## src/rtl/fnd_display_scheduler_if.sv

```systemverilog
// Bundle between the FND display scheduler and the logic around it.
// The master drives the value sources and requests; the slave (the scheduler)
// returns the scan tick, the display value and the acknowledges.
interface fnd_display_scheduler_if;
    logic [13:0] main_data;
    logic        ev1_req;
    logic [13:0] ev1_data;
    logic        ev2_req;
    logic [13:0] ev2_data;
    logic        tick;
    logic [13:0] out_data;
    logic        ovf;
    logic [1:0]  active_src;
    logic        ev1_ack;
    logic        ev2_ack;

    modport master (
        output main_data, ev1_req, ev1_data, ev2_req, ev2_data,
        input  tick, out_data, ovf, active_src, ev1_ack, ev2_ack
    );

    modport slave (
        input  main_data, ev1_req, ev1_data, ev2_req, ev2_data,
        output tick, out_data, ovf, active_src, ev1_ack, ev2_ack
    );
endinterface

```

## src/rtl/fnd_display_scheduler.sv

```systemverilog
// FND display scheduler: free-running digit-scan tick divider plus a small
// arbiter that lets two event sources take over the display for HOLD_TICKS
// scan ticks. ev2 outranks ev1; the displayed value is registered and
// saturated to MAX_VAL.
module fnd_display_scheduler #(
    parameter int TICK_DIV   = 100_000,
    parameter int HOLD_TICKS = 2000,
    parameter int MAX_VAL    = 9999
) (
    input  logic                          clk,
    input  logic                          reset,
    fnd_display_scheduler_if.slave        bus
);

    localparam int DW = (TICK_DIV > 2) ? $clog2(TICK_DIV) : 1;
    localparam int HW = $clog2(HOLD_TICKS + 1);

    localparam logic [DW-1:0] DIV_LAST  = DW'(TICK_DIV - 1);
    localparam logic [HW-1:0] HOLD_INIT = HW'(HOLD_TICKS);
    localparam logic [HW-1:0] HOLD_ONE  = HW'(1);
    localparam logic [13:0]   MAX14     = 14'(MAX_VAL);

    typedef enum logic [1:0] {
        SHOW_MAIN = 2'd0,
        SHOW_EV1  = 2'd1,
        SHOW_EV2  = 2'd2
    } state_t;

    state_t        r_state;
    state_t        w_next;
    logic [DW-1:0] r_div;
    logic [HW-1:0] r_hold;
    logic [13:0]   r_ev_data;
    logic [13:0]   r_out;
    logic          r_ovf;
    logic [1:0]    r_src;
    logic          r_ack1;
    logic          r_ack2;
    logic          w_tick;
    logic          w_acc1;
    logic          w_acc2;
    logic [13:0]   w_sel;

    // Tick is a pure decode of the divider, so it is high for exactly one
    // cycle per period and drops to 0 the instant reset asserts.
    assign w_tick = (r_div == DIV_LAST);

    // Free-running scan divider, independent of the arbiter.
    always_ff @(posedge clk or posedge reset) begin
        if (reset)       r_div <= '0;
        else if (w_tick) r_div <= '0;
        else             r_div <= r_div + 1'b1;
    end

    // State register.
    always_ff @(posedge clk or posedge reset) begin
        if (reset) r_state <= SHOW_MAIN;
        else       r_state <= w_next;
    end

    // Arbitration and next state: ev2 is accepted in every state, ev1 only
    // when ev2 is not requesting and ev2 does not own the display. Acceptance
    // beats hold expiry on the same edge.
    always_comb begin
        w_acc1 = 1'b0;
        w_acc2 = 1'b0;
        w_next = r_state;
        if (bus.ev2_req)
            w_acc2 = 1'b1;
        else if (bus.ev1_req && (r_state != SHOW_EV2))
            w_acc1 = 1'b1;

        if (w_acc2)
            w_next = SHOW_EV2;
        else if (w_acc1)
            w_next = SHOW_EV1;
        else if ((r_state != SHOW_MAIN) && w_tick && (r_hold == HOLD_ONE))
            w_next = SHOW_MAIN;
    end

    // Hold counter: reload on acceptance (no decrement that edge), else count
    // scan ticks down while an event owns the display.
    always_ff @(posedge clk or posedge reset) begin
        if (reset)
            r_hold <= '0;
        else if (w_acc1 || w_acc2)
            r_hold <= HOLD_INIT;
        else if ((r_state != SHOW_MAIN) && w_tick && (r_hold != '0))
            r_hold <= r_hold - 1'b1;
    end

    // Latch the accepted event value and pulse the matching acknowledge.
    always_ff @(posedge clk or posedge reset) begin
        if (reset) begin
            r_ev_data <= '0;
            r_ack1    <= 1'b0;
            r_ack2    <= 1'b0;
        end else begin
            r_ack1 <= w_acc1;
            r_ack2 <= w_acc2;
            if (w_acc2)
                r_ev_data <= bus.ev2_data;
            else if (w_acc1)
                r_ev_data <= bus.ev1_data;
        end
    end

    assign w_sel = (r_state == SHOW_MAIN) ? bus.main_data : r_ev_data;

    // Registered, saturated output stage; active_src is registered with it so
    // source and value always describe the same cycle.
    always_ff @(posedge clk or posedge reset) begin
        if (reset) begin
            r_out <= '0;
            r_ovf <= 1'b0;
            r_src <= 2'd0;
        end else begin
            r_out <= (w_sel > MAX14) ? MAX14 : w_sel;
            r_ovf <= (w_sel > MAX14);
            r_src <= r_state;
        end
    end

    assign bus.tick       = w_tick;
    assign bus.out_data   = r_out;
    assign bus.ovf        = r_ovf;
    assign bus.active_src = r_src;
    assign bus.ev1_ack    = r_ack1;
    assign bus.ev2_ack    = r_ack2;

endmodule
```

## src/flat_wrapper.sv

```systemverilog
// flat-port wrapper written by rule: the top's interface ports become plain ports
module fnd_display_scheduler_flat 
#(
    parameter int TICK_DIV   = 100_000,
    parameter int HOLD_TICKS = 2000,
    parameter int MAX_VAL    = 9999
)
  (clk, reset, bus_main_data, bus_ev1_req, bus_ev1_data, bus_ev2_req, bus_ev2_data, bus_tick, bus_out_data, bus_ovf, bus_active_src, bus_ev1_ack, bus_ev2_ack);
  fnd_display_scheduler_if bus_i ();
  input  logic clk;
  input  logic reset;
  input wire logic [$bits(bus_i.main_data)-1:0] bus_main_data;
  input wire logic [$bits(bus_i.ev1_req)-1:0] bus_ev1_req;
  input wire logic [$bits(bus_i.ev1_data)-1:0] bus_ev1_data;
  input wire logic [$bits(bus_i.ev2_req)-1:0] bus_ev2_req;
  input wire logic [$bits(bus_i.ev2_data)-1:0] bus_ev2_data;
  output wire logic [$bits(bus_i.tick)-1:0] bus_tick;
  output wire logic [$bits(bus_i.out_data)-1:0] bus_out_data;
  output wire logic [$bits(bus_i.ovf)-1:0] bus_ovf;
  output wire logic [$bits(bus_i.active_src)-1:0] bus_active_src;
  output wire logic [$bits(bus_i.ev1_ack)-1:0] bus_ev1_ack;
  output wire logic [$bits(bus_i.ev2_ack)-1:0] bus_ev2_ack;
  assign bus_i.main_data = bus_main_data;
  assign bus_i.ev1_req = bus_ev1_req;
  assign bus_i.ev1_data = bus_ev1_data;
  assign bus_i.ev2_req = bus_ev2_req;
  assign bus_i.ev2_data = bus_ev2_data;
  assign bus_tick = bus_i.tick;
  assign bus_out_data = bus_i.out_data;
  assign bus_ovf = bus_i.ovf;
  assign bus_active_src = bus_i.active_src;
  assign bus_ev1_ack = bus_i.ev1_ack;
  assign bus_ev2_ack = bus_i.ev2_ack;
  fnd_display_scheduler #(.TICK_DIV(TICK_DIV), .HOLD_TICKS(HOLD_TICKS), .MAX_VAL(MAX_VAL)) u_core (.clk(clk), .reset(reset), .bus(bus_i));
endmodule
```

## config.mk

```make
export PLATFORM = sky130hd
export DESIGN_NAME = fnd_display_scheduler_flat
export DESIGN_NICKNAME = d
export VERILOG_FILES = /design/src/rtl/fnd_display_scheduler_if.sv /design/src/rtl/fnd_display_scheduler.sv /design/src/flat_wrapper.sv
export SDC_FILE = /design/constraint.sdc
export NUM_CORES = 1
export LEC_CHECK = 0
export BUFFER_PORTS_ARGS = -buffer_cell sky130_fd_sc_hd__buf_2
export CELL_PAD_IN_SITES_DETAIL_PLACEMENT = 1
export CELL_PAD_IN_SITES_GLOBAL_PLACEMENT = 1
export CORE_MARGIN = 4
export CORE_UTILIZATION = 37
export CTS_CLUSTER_SIZE = 12
export DETAILED_ROUTE_END_ITERATION = 6
export PLACE_DENSITY = 0.82
export SYNTH_ARGS = -nofsm -noshare
export SYNTH_HDL_FRONTEND = slang
export SYNTH_SLANG_ARGS = --single-unit
```

## constraint.sdc

```tcl
create_clock -name clk -period 2.13 [get_ports clk]
set_input_delay 0 -clock clk [delete_from_list [all_inputs] [get_ports clk]]
set_output_delay 0 -clock clk [all_outputs]
set_load 0.1 [all_outputs]
```

After elaboration in Yosys (flattened, before gate mapping)
Index checks and enable logic that the tools add are counted.

cells by class
  $add $sub $neg = 2
  $lt $le $gt $ge = 1
  eq/ne operators = 3
  multiplexer cells = 13
  reduce and logical (&&, ||, !) cells = 11

operators by type and width
  cell                     number
  $mux W14                 4
  $mux W11                 2
  $add A17 B1 Y17 const B  1
  $eq A17 B17 Y1 const B   1
  $mux W17                 1
  $gt A14 B14 Y1 const B   1
  $eq A11 B1 Y1 const B    1
  $reduce_bool A11 Y1      1
  $sub A11 B1 Y11 const B  1
  $mux W2                  3
  $reduce_bool A2 Y1       3
  $logic_and A1 B1 Y1      4
  $mux W1                  3
  $reduce_bool A3 Y1       1
  $logic_not A2 Y1         1
  $ne A2 B2 Y1 const B     1
  $logic_or A1 B1 Y1       1

storage, ports and cells
  register bits after elaboration = 63
  bits of input ports = 46
  output and inout bits = 20
  logic and storage cells = 39

Logic depth before layout (Yosys ltp)
  depth after elaboration = 6
  depth in mapped cells = 7
  mapped depth without buffers = 6

Least setup slack after synthesis
Ideal clock, no wire load.

  path type = register to register
  start point = register u_core.r_div[5]
  end point = register u_core.r_hold[1]
  library setup time = 0.094 ns
  arrival time = 2.380 ns
  required time = 2.036 ns
  slack = -0.343 ns
  stages on the path, launching flop included = 7
  path buffers = 1
  period minus slack after synthesis = 2.473 ns
  cells stage by stage = dfrtp_1 -> or4bb_1 -> or4_4 -> inv_1 -> buf_2 -> a31oi_1 -> a211oi_1

between the ends
  word-level cells in the longest chain between the ends = 4

RTL lines
  item                                 RTL line                     text
  from (decl)                          fnd_display_scheduler.sv:31  logic [DW-1:0] r_div;
  from (signal assigned)               fnd_display_scheduler.sv:52  else r_div <= r_div + 1'b1;
  $eq A17 B17 Y1                       fnd_display_scheduler.sv:46  assign w_tick = (r_div == DIV_LAST);
  net bus_tick                         flat_wrapper.sv:17           output wire logic [$bits(bus_i.tick)-1:0] bus_tick;
  $logic_and A1 B1 Y1 (2 in a row)     fnd_display_scheduler.sv:88  else if ((r_state != SHOW_MAIN) && w_tick && (r_hold != '0))
  $reduce_bool A2 Y1 (no source line)  n/a
  to (signal assigned)                 fnd_display_scheduler.sv:89  r_hold <= r_hold - 1'b1;
  to (decl)                            fnd_display_scheduler.sv:32  logic [HW-1:0] r_hold;

The timed path passes the listed nets, and every way through them passes these cells.
A chain may end at the register's enable or synchronous reset.

Worst setup path in the final report
  start point = register u_core.r_div[13]
  end point = register u_core.r_hold[3]

between the ends
  word-level cells in the longest chain between the ends = 4

RTL lines
  item                                 RTL line
  $eq A17 B17 Y1                       fnd_display_scheduler.sv:46
  $logic_and A1 B1 Y1 (2 in a row)     fnd_display_scheduler.sv:88
  $reduce_bool A2 Y1 (no source line)  n/a

No other way between the ends.

==> impl_metrics.tcl <==
set metrics [dict create \
    finalHoldViolations 0 \
    critical_path.max_fanout 5 \
    grtUsageMet1 0.321 \
    grt_pass1_vias 3615 \
    synth_fp_nets 352 \
    period_minus_slack_ns 2.42 \
    cts_max_level 3 \
    setup_ws_ns -0.291 \
    crit_required_ns 2.40 \
    dp_hpwl_um 6680 \
    synth_top_area_frac 0.528 \
    crit_type "reg -> reg" \
    clkLatencyLatePin_ns 0.36 \
    synth_top_area_cell "dfrtp_1" \
    p_per_area_mw_per_mm2 778 \
    first_pass_iters 5 \
    post_route_cells_drive_above_1_share 0.351 \
    hp-start "bus_ev2_data[12]" \
    clock-sinks 63 \
    synth_cell_types 42 \
    rsz0062_at_grt "true" \
    startpoint_type "flop" \
    avgViaCountPerCell 5.79 \
    worstSetupEndpointType "flop" \
    setup_viol 16 \
    finalNetCount 507 \
    dieWidth_um 97.8 \
    grt_overflow 0 \
    r2r_setup_slack_ns -0.29 \
    place_congestion 0.829 \
    ys_warn_count 0 \
    ys_ff_latch 63 \
    drc 0 \
    wirelength_um 13700 \
    critPathLaunch "u_core.r_div[13]$_DFF_PP0_" \
    die_h_um 97.8 \
    syn_inst 302 \
    irDropWorstVdd_mv 0.458 \
    core_mm2 0.00777 \
    wl_per_cell_um 24.2 \
    avgSynthCellArea_um2 9.88 \
    tightest_slew_ns 0.954 \
    synth_most_common_cell "dfrtp_1" \
    arrival_ns 2.70 \
    cts_made_buffers 9 \
    use_met3 0.0557 \
    grt-busiest-layer "met2" \
    reg2reg_from "u_core.r_div[13]$_DFF_PP0_" \
    synth_edf_count 0 \
    drv_cap 0 \
    ant_nets 0 \
    synthTopCellsByArea "dfrtp_1, nand2_1, mux2i_1" \
    io_pins 66 \
    clkTransAtPathRegs_ns 0.08 \
    synthToLayoutAreaGrowth_pct 55.1 \
    violations "negative setup slack" \
    hp-class "in -> reg" \
    synth_flop_cell "dfrtp_1" \
    rows 32 \
    grt_pass1_wl_um 20400 \
    fin_skew_ns 0.0220 \
    post-route-period-util 1.14 \
    initial_utilization 0.384 \
    vias 3285 \
    nFillCells 866 \
    cts_buffer_depth 2 \
    final_core_util 0.596 \
    grt_max_degree 36 \
    drt_iter0_drc 262 \
    ys_top_cells_by_count "dfrtp_1, nand2_1, o21ai_0" \
    cts_root_buf "clkbuf_8" \
    synth_area_mm2 0.00298 \
    max_freq_mhz 413 \
    gr-usage-all-layers 0.276 \
    use_met2 0.472 \
    whs_ns 0.0202 \
    yosysSeqAreaShare 0.528 \
    p_leak_nw 2.08 \
    slew_headroom 0.360 \
    cts_tree "done" \
    maxSlewViolCount 0 \
    outcome "finished with violations" \
    synthArstFlopShare 1.00 \
    antenna_found_initial 3 \
    numPortBuffers 65 \
    die_area_mm2 0.00957 \
]
-- critical path: stages (launching register included) --
cell,delay (ns)
dfrtp_1,0.39
or4b_4,0.57
or4_4,0.63
or4_1,0.60
a21oi_2,0.16
-- sequential cells by signal (all words and copies together) (netlist names) --
name and count:
u_core.bus.ovf 1, u_core.r_div 17, u_core.r_hold 11, u_core.bus.out_data 14, u_core.bus.ev2_ack 1, u_core.bus.active_src 2, u_core.r_state 2, u_core.r_ev_data 14
u_core.bus.ev1_ack 1
-- cell type report --
type / count / area [um^2] / share of cell area
multi-input combinational: 214 / 1480 / 0.320
clock buffer: 10 / 128 / 0.0276
tap: 102 / 128 / 0.0276
inverter: 13 / 52.6 / 0.0114
clock inverter: 6 / 109 / 0.0235
antenna: 3 / 7.51 / 0.00162
sequential: 63 / 1580 / 0.341
timing repair buffer: 156 / 1150 / 0.248
-- what timing repair did --
item                                    in CTS  in global routing
endpoints found under the hold margin       62                  0
buffers inserted                             8                  5
cloned                                       1                  0
hold buffers                                42                  0
endpoints found under the setup margin      20                 16
pin swaps                                    6                  5
gates resized for setup                     15                 25
-- metal layers --
| metal | wire, um | up-vias |
|---|---|---|
| met5 | 0 | - |
| met4 | 700 | 0 |
| met3 | 896 | 65 |
| met2 | 6990 | 194 |
| met1 | 5120 | 1625 |
| li1 | - | 1401 |
-- path summary, 6_finish.rpt --
path | endpoint | depth (start not counted)
max | u_core.r_hold[3]$_DFFE_PP0P_ | 4
min | u_core.r_ev_data[12]$_DFFE_PP0P_ | 3
max reg2reg | u_core.r_hold[3]$_DFFE_PP0P_ | 4
min reg2reg | u_core.r_div[4]$_DFF_PP0_ | 1
max in group asynchronous | u_core.r_state[0]$_DFFE_PP0P_ | 4
min in group asynchronous | u_core.r_ev_data[2]$_DFFE_PP0P_ | 3
-- power by group --
part | internal [mW] | total [mW] | switching (mW)
clock network | 0.776 | 1.30 | 0.527
registers | 1.29 | 1.36 | 0.0677
logic | 0.212 | 0.935 | 0.723
total | 2.28 | 3.60 | 1.32
-- cells by family (layout without fill, tap and decap cells) --
family,after synthesis,after routing,synth area share
flops,63,63,0.528
other cells,0,3,0
xor+xnor,12,12,0.0352
buf+inv,26,185,0.0356
compound gates,53,53,0.109
mux,17,17,0.0574
fa+ha+maj,4,4,0.0168
simple gates,127,128,0.218
-- stage by stage --
| step | setup WS, ns | TNS [ns] | instances | instance area, um^2 | power, mW |
|---|---|---|---|---|---|
| after floorplan | -0.0849 | -0.331 | 302 | 2990 | 1.98 |
| after global placement | -0.125 | -0.428 | 493 | 3670 | 2.16 |
| after detailed placement | -0.204 | -1.58 | 493 | 3670 | 2.19 |
| after CTS | -0.240 | -1.98 | 560 | 4470 | 3.52 |
| after global routing | -0.313 | -3.32 | 567 | 4630 | 3.70 |
| final | -0.291 | -2.80 | 567 | 4630 | 3.60 |
-- cells in the final DEF, fill, tap and decap left out, types with 5 or more instances in the layout --
master,instances
a21oi_1,7
buf_2,64
buf_4,44
buf_6,5
clkbuf_8,9
dfrtp_1,63
dlygate4sd3_1,42
inv_1,11
mux2i_1,16
nand2_1,49
nand3_1,17
nand4_1,6
nor2_1,13
nor4_1,5
o21ai_0,19
or4_4,7
xnor2_1,10
Power figures use the tool's default switching activity.
